[config.mk]
export PLATFORM = sky130hd
export DESIGN_NAME = cd40147_arbiter
export DESIGN_NICKNAME = d
export VERILOG_FILES = /design/src/rtl/cd40147_arbiter_pkg.sv /design/src/rtl/cd40147_arbiter_prio_enc10.sv /design/src/rtl/cd40147_arbiter.sv
export SDC_FILE = /design/constraint.sdc
export NUM_CORES = 1
export LEC_CHECK = 0
export BUFFER_PORTS_ARGS = -buffer_cell sky130_fd_sc_hd__buf_2
export CELL_PAD_IN_SITES_DETAIL_PLACEMENT = 0
export CELL_PAD_IN_SITES_GLOBAL_PLACEMENT = 1
export CORE_AREA = 3 3 67 69
export DETAILED_ROUTE_END_ITERATION = 12
export DIE_AREA = 0 0 70 72
export HOLD_SLACK_MARGIN = 0.06
export PLACE_DENSITY_LB_ADDON = 0.1
export SYNTH_ARGS = -nofsm -noshare
export SYNTH_HDL_FRONTEND = slang
export SYNTH_SLANG_ARGS = --single-unit
[constraint.sdc]
create_clock -name clk -period 2.75 [get_ports clk]
set_input_delay 0.1375 -clock clk [delete_from_list [all_inputs] [get_ports clk]]
set_output_delay 0.1375 -clock clk [all_outputs]
set_load 0.02 [all_outputs]
[src/rtl/cd40147_arbiter_pkg.sv]
`default_nettype none
// +----------------------------------------------------------------------------+
// | Module      : cd40147_arbiter_pkg                                          |
// | Description : Shared constants, state encoding and index helpers for the   |
// |               CD40147-style 10-requester arbiter.                          |
// | Revision    : 1.0  initial release                                         |
// +----------------------------------------------------------------------------+
package cd40147_arbiter_pkg;

  localparam int          N_REQ        = 10;
  localparam logic [3:0]  NO_GRANT_BCD = 4'hF;

  typedef enum logic [1:0] {
    ST_IDLE  = 2'd0,
    ST_GRANT = 2'd1,
    ST_GAP   = 2'd2
  } state_t;

  // Modulo-10 addition of two BCD digits (both operands 0..9).
  function automatic logic [3:0] mod10_add(input logic [3:0] a, input logic [3:0] b);
    logic [4:0] s;
    s = {1'b0, a} + {1'b0, b};
    if (s >= 5'd10) begin
      s = s - 5'd10;
    end
    return s[3:0];
  endfunction

  function automatic logic [N_REQ-1:0] bcd_to_onehot(input logic [3:0] bcd);
    logic [N_REQ-1:0] v;
    v = '0;
    for (int i = 0; i < N_REQ; i++) begin
      if (bcd == 4'(i)) begin
        v[i] = 1'b1;
      end
    end
    return v;
  endfunction

endpackage
`default_nettype wire

[src/rtl/cd40147_arbiter_prio_enc10.sv]
`default_nettype none
// +----------------------------------------------------------------------------+
// | Module      : cd40147_arbiter_prio_enc10                                   |
// | Description : Combinational 10-to-4 highest-index encoder (prio_enc10),    |
// |               with optional rotation for rotating-priority search.         |
// | Revision    : 1.0  initial release                                         |
// +----------------------------------------------------------------------------+
module cd40147_arbiter_prio_enc10
  import cd40147_arbiter_pkg::*;
#(
  parameter bit RR = 1'b0
) (
  input  logic [N_REQ-1:0] req,
  input  logic [3:0]       rr_ptr,
  output logic [3:0]       idx,
  output logic             valid
);

  logic [3:0]       w_shift;
  logic [N_REQ-1:0] w_rot;
  logic [3:0]       w_enc;

  assign w_shift = RR ? rr_ptr : 4'd0;

  // Rotating right by rr_ptr puts requester rr_ptr-1 at the top priority slot.
  always_comb begin
    w_rot = '0;
    for (int j = 0; j < N_REQ; j++) begin
      w_rot[j] = req[mod10_add(4'(j), w_shift)];
    end
  end

  always_comb begin
    w_enc = 4'd0;
    for (int j = 0; j < N_REQ; j++) begin
      if (w_rot[j]) begin
        w_enc = 4'(j);
      end
    end
  end

  assign valid = |w_rot;
  assign idx   = mod10_add(w_enc, w_shift);

endmodule
`default_nettype wire

[src/rtl/cd40147_arbiter.sv]
`default_nettype none
// +----------------------------------------------------------------------------+
// | Module      : cd40147_arbiter                                              |
// | Description : Clocked 10-requester arbiter, fixed or rotating priority,    |
// |               registered one-hot + BCD grant with hold timeout.            |
// | Revision    : 1.0  initial release                                         |
// +----------------------------------------------------------------------------+
module cd40147_arbiter
  import cd40147_arbiter_pkg::*;
#(
  parameter bit RR       = 1'b0,
  parameter int MAX_HOLD = 16
) (
  input  logic             clk,
  input  logic             rst,
  input  logic             en,
  input  logic [N_REQ-1:0] req,
  input  logic             done,
  output logic [N_REQ-1:0] gnt,
  output logic [3:0]       gnt_bcd,
  output logic             busy,
  output logic             preempt
);

  localparam int             HC_W      = (MAX_HOLD < 1) ? 1 : $clog2(MAX_HOLD + 1);
  localparam logic [HC_W-1:0] HOLD_LAST = (MAX_HOLD < 1) ? '0 : HC_W'(MAX_HOLD - 1);

  state_t           r_state;
  state_t           w_state_nxt;
  logic [N_REQ-1:0] r_gnt;
  logic [N_REQ-1:0] w_gnt_nxt;
  logic [3:0]       r_gnt_bcd;
  logic [3:0]       w_gnt_bcd_nxt;
  logic             r_preempt;
  logic             w_preempt_nxt;
  logic [3:0]       r_rr_ptr;
  logic [3:0]       w_rr_ptr_nxt;
  logic [HC_W-1:0]  r_hold_cnt;
  logic [HC_W-1:0]  w_hold_cnt_nxt;

  logic [3:0]       w_win;
  logic             w_win_vld;
  logic             w_rel_owner;
  logic             w_rel_done;
  logic             w_rel_timeout;

  cd40147_arbiter_prio_enc10 #(
    .RR (RR)
  ) u_prio_enc10 (
    .req    (req),
    .rr_ptr (r_rr_ptr),
    .idx    (w_win),
    .valid  (w_win_vld)
  );

  assign w_rel_owner   = ~|(req & r_gnt);
  assign w_rel_done    = done;
  assign w_rel_timeout = (MAX_HOLD != 0) && (r_hold_cnt == HOLD_LAST);

  always_ff @(posedge clk or posedge rst) begin
    if (rst) begin
      r_state    <= ST_IDLE;
      r_gnt      <= '0;
      r_gnt_bcd  <= NO_GRANT_BCD;
      r_preempt  <= 1'b0;
      r_rr_ptr   <= 4'd0;
      r_hold_cnt <= '0;
    end else begin
      r_state    <= w_state_nxt;
      r_gnt      <= w_gnt_nxt;
      r_gnt_bcd  <= w_gnt_bcd_nxt;
      r_preempt  <= w_preempt_nxt;
      r_rr_ptr   <= w_rr_ptr_nxt;
      r_hold_cnt <= w_hold_cnt_nxt;
    end
  end

  always_comb begin
    w_state_nxt    = r_state;
    w_gnt_nxt      = r_gnt;
    w_gnt_bcd_nxt  = r_gnt_bcd;
    w_preempt_nxt  = 1'b0;
    w_rr_ptr_nxt   = r_rr_ptr;
    w_hold_cnt_nxt = r_hold_cnt;
    case (r_state)
      ST_IDLE: begin
        if (en && w_win_vld) begin
          w_state_nxt    = ST_GRANT;
          w_gnt_nxt      = bcd_to_onehot(w_win);
          w_gnt_bcd_nxt  = w_win;
          w_rr_ptr_nxt   = w_win;
          w_hold_cnt_nxt = '0;
        end
      end
      ST_GRANT: begin
        // A timeout only counts as a preemption when the owner had not let go anyway.
        if (w_rel_owner || w_rel_done || w_rel_timeout) begin
          w_state_nxt   = ST_GAP;
          w_gnt_nxt     = '0;
          w_gnt_bcd_nxt = NO_GRANT_BCD;
          w_preempt_nxt = w_rel_timeout && !w_rel_owner && !w_rel_done;
        end else begin
          w_hold_cnt_nxt = r_hold_cnt + HC_W'(1);
        end
      end
      ST_GAP: begin
        w_state_nxt = ST_IDLE;
      end
      default: begin
        w_state_nxt   = ST_IDLE;
        w_gnt_nxt     = '0;
        w_gnt_bcd_nxt = NO_GRANT_BCD;
      end
    endcase
  end

  assign gnt     = r_gnt;
  assign gnt_bcd = r_gnt_bcd;
  assign busy    = (r_state == ST_GRANT);
  assign preempt = r_preempt;

endmodule
`default_nettype wire

==> impl_metrics.env, run 1 <==
export IMPL_crit_fanout=10
export IMPL_regToRegStartpoint="r_state[0]$_DFFE_PP0P_"
export IMPL_rsz0062_at_grt="false"
export IMPL_syn_inst=107
export IMPL_cts_buffers_inserted=3
export IMPL_status="finished clean"
export IMPL_post_cts_resized=0
export IMPL_power_internal_w=0.000691
export IMPL_finalHoldViolCount=0
export IMPL_hold_path_class="in2async"
export IMPL_path_buf_inv=0
export IMPL_worstMarginPinSlew_ns=0.881
export IMPL_vias=955
export IMPL_yosysMostFrequentCell="dfrtp_1"
export IMPL_cp_required_ns=2.91
export IMPL_num_antenna_cells=0
export IMPL_cpLargestDelayFamily="compound AO/OA/AOI/OAI gates"
export IMPL_grt_usage=0.126
export IMPL_yosys_register_bits=22
export IMPL_dieHeight_um=72
export IMPL_ant_nets=0
export IMPL_r2r_slack_ns=0.72
export IMPL_synth_top_area_share=0.409
export IMPL_drive_above_1_share=0.305
export IMPL_via_per_inst=5.00
export IMPL_finalSetupViolations=0
export IMPL_critPathKind="reg2reg"
export IMPL_dieArea_sq_um=5040
export IMPL_die_x_um=70
export IMPL_grt_ovfl_total=0
export IMPL_cp_arrival_ns=2.18
export IMPL_crit_slowest_cell="or3b_4"
export IMPL_yosysTopAreaCell="dfrtp_1"
export IMPL_slew_headroom=0.412
export IMPL_first_pass_iters=4
export IMPL_clk_path_buf_depth=2
export IMPL_top_level_ports=30
export IMPL_fin_skew_ns=0.00546
export IMPL_p_sw_frac=0.381
export IMPL_antenna_found_initial=0
export IMPL_wire_per_inst_um=15.7
export IMPL_synth_avg_cell_area_sq_um=10.3
export IMPL_p_switching_w=0.000426
export IMPL_dp_cells=186
export IMPL_yosysUniqueCellTypes=31
export IMPL_hold_ws_ns=0.0433
export IMPL_n_fill_cell=430
export IMPL_cts_tree="done"
export IMPL_async_flop_share=1.00
export IMPL_coreArea_sq_um=3970
export IMPL_min_period_over_period=0.737
export IMPL_fin_nets=158
export IMPL_fmax_mhz=493
export IMPL_synthTopCellsByArea="dfrtp_1, dfstp_2, nand3_1, a22o_1, nand2_1"
export IMPL_max_vdd_ir_drop_uv=186
export IMPL_fin_crit_ns=2.03
export IMPL_p_leak_nw=0.676
export IMPL_path_clk_slew_ns=0.08
export IMPL_syn_num_nets=123
export IMPL_slew_viol_final=0
export IMPL_crit_cells=5
export IMPL_final_cell_count_no_fill=191
export IMPL_clk_insertion_delay_late_ns=0.27
export IMPL_critPathMaxStageDelay_ns=0.44
export IMPL_tns_ns=0
export IMPL_grt_first_pass_wirelength_um=4970
export IMPL_core_rowCount=23
export IMPL_yosysSeqAreaShare=0.504
export IMPL_drt_iter0_drc=42
export IMPL_p_per_area_nw_per_um2=814
export IMPL_drcViolationCount=0
export IMPL_htree_levels=1
export IMPL_reg2reg_depth=5
export IMPL_regArea_sq_um=556
export IMPL_grt_pass1_vias=963
export IMPL_synth_edf_count=0
export IMPL_wirelength_um=3000
export IMPL_pwr_share_seq=0.414
export IMPL_pwr_share_comb=0.373
export IMPL_syn_area_sq_um=1100
export IMPL_r2r_end="gnt[4]$_DFFE_PP0P_"
export IMPL_synth_main_ff_cell="dfrtp_1"
export IMPL_clkPwrFrac=0.212
export IMPL_ys_top_cells_by_count="dfrtp_1, nand2_1, nor2_1, nand3_1"
export IMPL_multi_input_area_sq_um=513
export IMPL_dp_hpwl_um=2300
export IMPL_drv_cap=0
export IMPL_gp_congestion=0.787
export IMPL_cp_start_kind="flop"
export IMPL_cts_sinks=22
export IMPL_path_cells="or3b_4 > a31oi_2 > nor2_1 > a21o_1 > a22o_1"
export IMPL_start_util=0.278
export IMPL_worstSetupEndpointType="flop"
export IMPL_port_buffers=29
export IMPL_grt_max_degree=23
export IMPL_yosys_warnings=0
export IMPL_area_growth_pct=24.4
export IMPL_cts_root_buf="clkbuf_8"
## state kept, by name, summed over array words and instances (netlist names)
register    cells
gnt            10
gnt_bcd         4
preempt         1
r_hold_cnt      5
r_state         2
## metal layers
layer | vias to the layer above | wire (um) | global-route usage
met5 | - | 0 | 0
met4 | 0 | 49 | 0.0489
met3 | 5 | 113 | 0.0235
met2 | 21 | 1260 | 0.175
met1 | 455 | 1580 | 0.192
li1 | 474 | - | -
## worst max-delay path by stage
stage                      startpoint                  to  slack (ns)
6_report       r_state[0]$_DFFE_PP0P_  gnt[4]$_DFFE_PP0P_        0.72
5_1_grt        r_state[0]$_DFFE_PP0P_  gnt[5]$_DFFE_PP0P_        0.60
4_1_cts        r_state[0]$_DFFE_PP0P_  gnt[4]$_DFFE_PP0P_        0.71
3_5_place_dp   r_state[0]$_DFFE_PP0P_  gnt[5]$_DFFE_PP0P_        0.73
3_3_place_gp   r_state[0]$_DFFE_PP0P_  gnt[4]$_DFFE_PP0P_        0.75
2_1_floorplan  r_state[0]$_DFFE_PP0P_  gnt[5]$_DFFE_PP0P_        0.97
## kinds of logic (layout without fill, tap and decap cells)
logic type,after synthesis,in the layout,synth area share
buffers and inverters,7,41,0.0306
muxes,1,1,0.00908
DFF,22,22,0.504
adders and majority gates,2,2,0.0227
and+or+nand+nor,43,43,0.194
AOI/OAI and AO/OA,32,32,0.239
## stage by stage
step	worst slack (ns)	total power (W)	utilization	cell area, sq um
floorplan	0.973	0.000770	-	1100
global placement	0.751	0.000890	0.329	1310
detailed placement	0.731	0.000890	0.329	1310
CTS	0.708	0.00113	0.345	1370
global route	0.596	0.00120	0.345	1370
finish	0.722	0.00112	0.345	1370
## placed cells by master (no fill, tap or decap), types with 2 or more instances in the layout
master     netlist  final
a21o_1           3      3
o31ai_1          4      4
nand2_1         10     10
nor2_1          10     10
inv_1            6      6
buf_2            0     29
o2bb2ai_1        4      4
clkbuf_8         0      4
nand3_1          9      9
dfstp_2          4      4
a22oi_1          3      3
a2bb2oi_1        4      4
nor4_1           2      2
a22o_1           5      5
ha_1             2      2
dfrtp_1         18     18
a21oi_1          2      2
nor3_1           6      6
## timing repair
item / in CTS / in global routing
setup endpoints to repair: 0 / 0
buffers inserted: 0 / 0
endpoints found under the hold margin: 1 / 0
hold buffers: 1 / 0
## power groups by stage
| stage | clock (W) | sequential, W | combinational (W) |
|---|---|---|---|
| 3_5_place_dp | 0 | 0.000468 | 0.000422 |
| 4_1_cts | 0.000244 | 0.000463 | 0.000424 |
| 3_3_place_gp | 0 | 0.000464 | 0.000426 |
| 5_1_grt | 0.000264 | 0.000472 | 0.000463 |
| 6_report | 0.000237 | 0.000463 | 0.000417 |
| 2_1_floorplan | 0 | 0.000516 | 0.000255 |
## area by class of cell
type,count,area share
flip-flops and latches,22,0.405
multi-input cells,78,0.374
repair buffers,31,0.119
well taps,50,0.0456
clock buffers,4,0.0401
inverters,6,0.0164
No activity file was read; power rests on OpenSTA's default activity.
==> inputs of run 2 (changes only) <==
ABC_AREA = 1   (was default)
CORE_AREA = 3 3 71 73   (was 3 3 67 69)
DIE_AREA = 0 0 74 76   (was 0 0 70 72)
clock period = 1.9 ns   (was 2.75 ns; I/O delays follow)
==> run 2 against run 1 <==
  * Critical endpoint is now gnt_bcd[0]$_DFFE_PP1P_
  * Count of clock-buffer cells in the layout fell by 1
  * Worst hold slack improved by 0.082 ns
  * Non-clock buffer count unchanged
  * Sequential power increased by 39%
  * Core utilization is 0.55 points lower
  * Clock power is 22% higher
  * Synthesized area rose by 14%
==> impl_metrics.env, run 2 <==
export IMPL_status="finished clean"
export IMPL_yosysSeqAreaShare=0.444
export IMPL_area_growth_pct=19.9
export IMPL_crit_fanout=15
export IMPL_drive_above_1_share=0.313
export IMPL_cp_required_ns=2.10
export IMPL_cts_root_buf="clkbuf_8"
export IMPL_core_rowCount=24
export IMPL_p_per_area_nw_per_um2=996
export IMPL_first_pass_iters=4
export IMPL_synth_edf_count=0
export IMPL_cp_common_cell="nand2_1"
export IMPL_synth_avg_cell_area_sq_um=7.72
export IMPL_htree_levels=1
export IMPL_fin_skew_ns=0.00669
export IMPL_p_leak_nw=0.860
export IMPL_yosysUniqueCellTypes=25
export IMPL_syn_inst=162
export IMPL_syn_num_nets=178
export IMPL_die_x_um=74
export IMPL_final_cell_count_no_fill=247
export IMPL_final_common_cell="nand2_1"
export IMPL_port_buffers=29
export IMPL_dieHeight_um=76
export IMPL_synth_top_area_share=0.360
export IMPL_finalHoldViolCount=0
export IMPL_path_clk_slew_ns=0.08
export IMPL_largest_reg_flops=10
export IMPL_worstSetupEndpointType="flop"
export IMPL_yosys_register_bits=22
export IMPL_cts_buffers_inserted=3
export IMPL_via_per_inst=4.44
export IMPL_drt_iter0_drc=37
export IMPL_min_period_over_period=0.869
export IMPL_cts_sinks=22
export IMPL_finalSetupViolations=0
export IMPL_fin_nets=213
export IMPL_slew_headroom=0.771
export IMPL_synth_main_ff_cell="dfrtp_1"
export IMPL_grt_pass1_vias=1071
export IMPL_yosysMostFrequentCell="nand2_1"
export IMPL_vias=1096
export IMPL_total_power_w=0.00149
export IMPL_top_level_ports=30
export IMPL_dp_cells=243
export IMPL_tns_ns=0
export IMPL_rsz0062_at_grt="false"
export IMPL_hold_path_class="in2reg"
export IMPL_gp_congestion=0.761
export IMPL_dp_hpwl_um=2360
export IMPL_wirelength_um=3010
export IMPL_yosysTopAreaCell="dfrtp_1"
export IMPL_ys_top_cells_by_count="nand2_1, inv_1, dfrtp_1, nand2_2, nor2_1"
export IMPL_cts_tree="done"
export IMPL_coreArea_sq_um=4410
export IMPL_drcViolationCount=0
export IMPL_postCtsSetupBuffers=0
export IMPL_path_cells="ha_1 > nand2_1 > nor2_1 > ha_1 > nor2_4 > nand3_4 > nand2_4 > nand2_1 > nand2_1 > inv_1"
export IMPL_grt_max_degree=23
export IMPL_slew_viol_final=0
export IMPL_synthTopCellsByArea="dfrtp_1, nand2_1, dfstp_2, inv_1, nand2_2"
export IMPL_clk_insertion_delay_late_ns=0.26
export IMPL_clk_path_buf_depth=2
export IMPL_worstMarginPinSlew_ns=0.340
export IMPL_layout_common_cells="nand2_1, buf_2, inv_1"
export IMPL_num_antenna_cells=0
export IMPL_critPathKind="reg2reg"
export IMPL_critPathMaxStageDelay_ns=0.41
export IMPL_fmax_mhz=606
export IMPL_async_flop_share=1.00
export IMPL_cp_start_kind="flop"
export IMPL_dieArea_sq_um=5620
export IMPL_n_fill_cell=495
export IMPL_wire_per_inst_um=12.2
export IMPL_grt_ovfl_total=0
export IMPL_cp_arrival_ns=1.85
export IMPL_placement_cell_area_sq_um=1450
export IMPL_start_util=0.283
export IMPL_syn_area_sq_um=1250
export IMPL_yosys_warnings=0
export IMPL_crit_slowest_cell="dfrtp_1"
export IMPL_max_vdd_ir_drop_uv=536
export IMPL_grt_usage=0.113
export IMPL_fin_crit_ns=1.65
export IMPL_drv_cap=0
export IMPL_grt_first_pass_wirelength_um=4940
export IMPL_ant_nets=0
export IMPL_antenna_found_initial=0
export IMPL_final_area_sq_um=1500
[run 2: critical path, delay by kind of cell, from the launching register on]
family	cells	cell delay (ns)
adders and majority gates	2	0.43
buffers and inverters	1	0.03
DFF	1	0.41
and+or+nand+nor	7	0.71
[run 2: path summary, 6_finish.rpt]
path / from / end / slack [ns] / depth (start not counted)
min: req[8] / gnt[8]$_DFFE_PP0P_ / 0.13 / 3
min reg2reg: gnt_bcd[1]$_DFFE_PP1P_ / gnt_bcd[1]$_DFFE_PP1P_ / 0.47 / 2
max in group asynchronous: rst / gnt_bcd[0]$_DFFE_PP1P_ / 1.19 / 4
max reg2reg: r_hold_cnt[0]$_DFFE_PP0P_ / gnt_bcd[0]$_DFFE_PP1P_ / 0.25 / 10
max: r_hold_cnt[0]$_DFFE_PP0P_ / gnt_bcd[0]$_DFFE_PP1P_ / 0.25 / 10
min in group asynchronous: rst / gnt[0]$_DFFE_PP0P_ / 0.42 / 4
[run 2: per-stage QoR]
step           utilization  setup slack [ns]  hold slack, ns
3_5_place_dp         0.328             0.259           0.159
6_report             0.340             0.249           0.126
5_1_grt              0.340            0.0851           0.134
3_3_place_gp         0.328             0.287           0.147
4_1_cts              0.340             0.240           0.118
2_1_floorplan            -             0.361          0.0813
[run 2: area by class of cell]
cell class | count | area [sq um] | share of cell area
clock buffers | 3 | 41.3 | 0.0275
inverters | 27 | 101 | 0.0676
multi-input cells | 112 | 574 | 0.383
flip-flops and latches | 22 | 556 | 0.370
well taps | 52 | 65.1 | 0.0434
repair buffers | 31 | 163 | 0.108
[run 2: repair_timing]
action / 4_1_cts / 5_1_grt
hold endpoints to repair: 18 / 0
setup endpoints to repair: 0 / 0
gates resized for setup: 0 / 0
hold buffers: 1 / 0
[run 2: layer usage]
metal	GRT usage	routed length [um]	vias up
li1	-	-	564
met1	0.144	1280	497
met2	0.188	1540	33
met3	0.0317	167	2
met4	0.0217	19	0
met5	0	0	-
[run 2: cells by family (layout without fill, tap and decap cells)]
kind of cell | count (synthesis) | after routing | synth area share
xor gates and xnor gates | 1 | 1 | 0.00700
AOI/OAI and AO/OA | 9 | 9 | 0.0380
buffers and inverters | 28 | 61 | 0.0970
muxes | 1 | 1 | 0.00800
DFF | 22 | 22 | 0.444
and+or+nand+nor | 99 | 99 | 0.386
adders and majority gates | 2 | 2 | 0.0200
[run 2: power breakdown]
group	internal [W]	switching, W
clock	0.000141	0.000149
sequential	0.000582	0.0000618
combinational	0.000172	0.000388
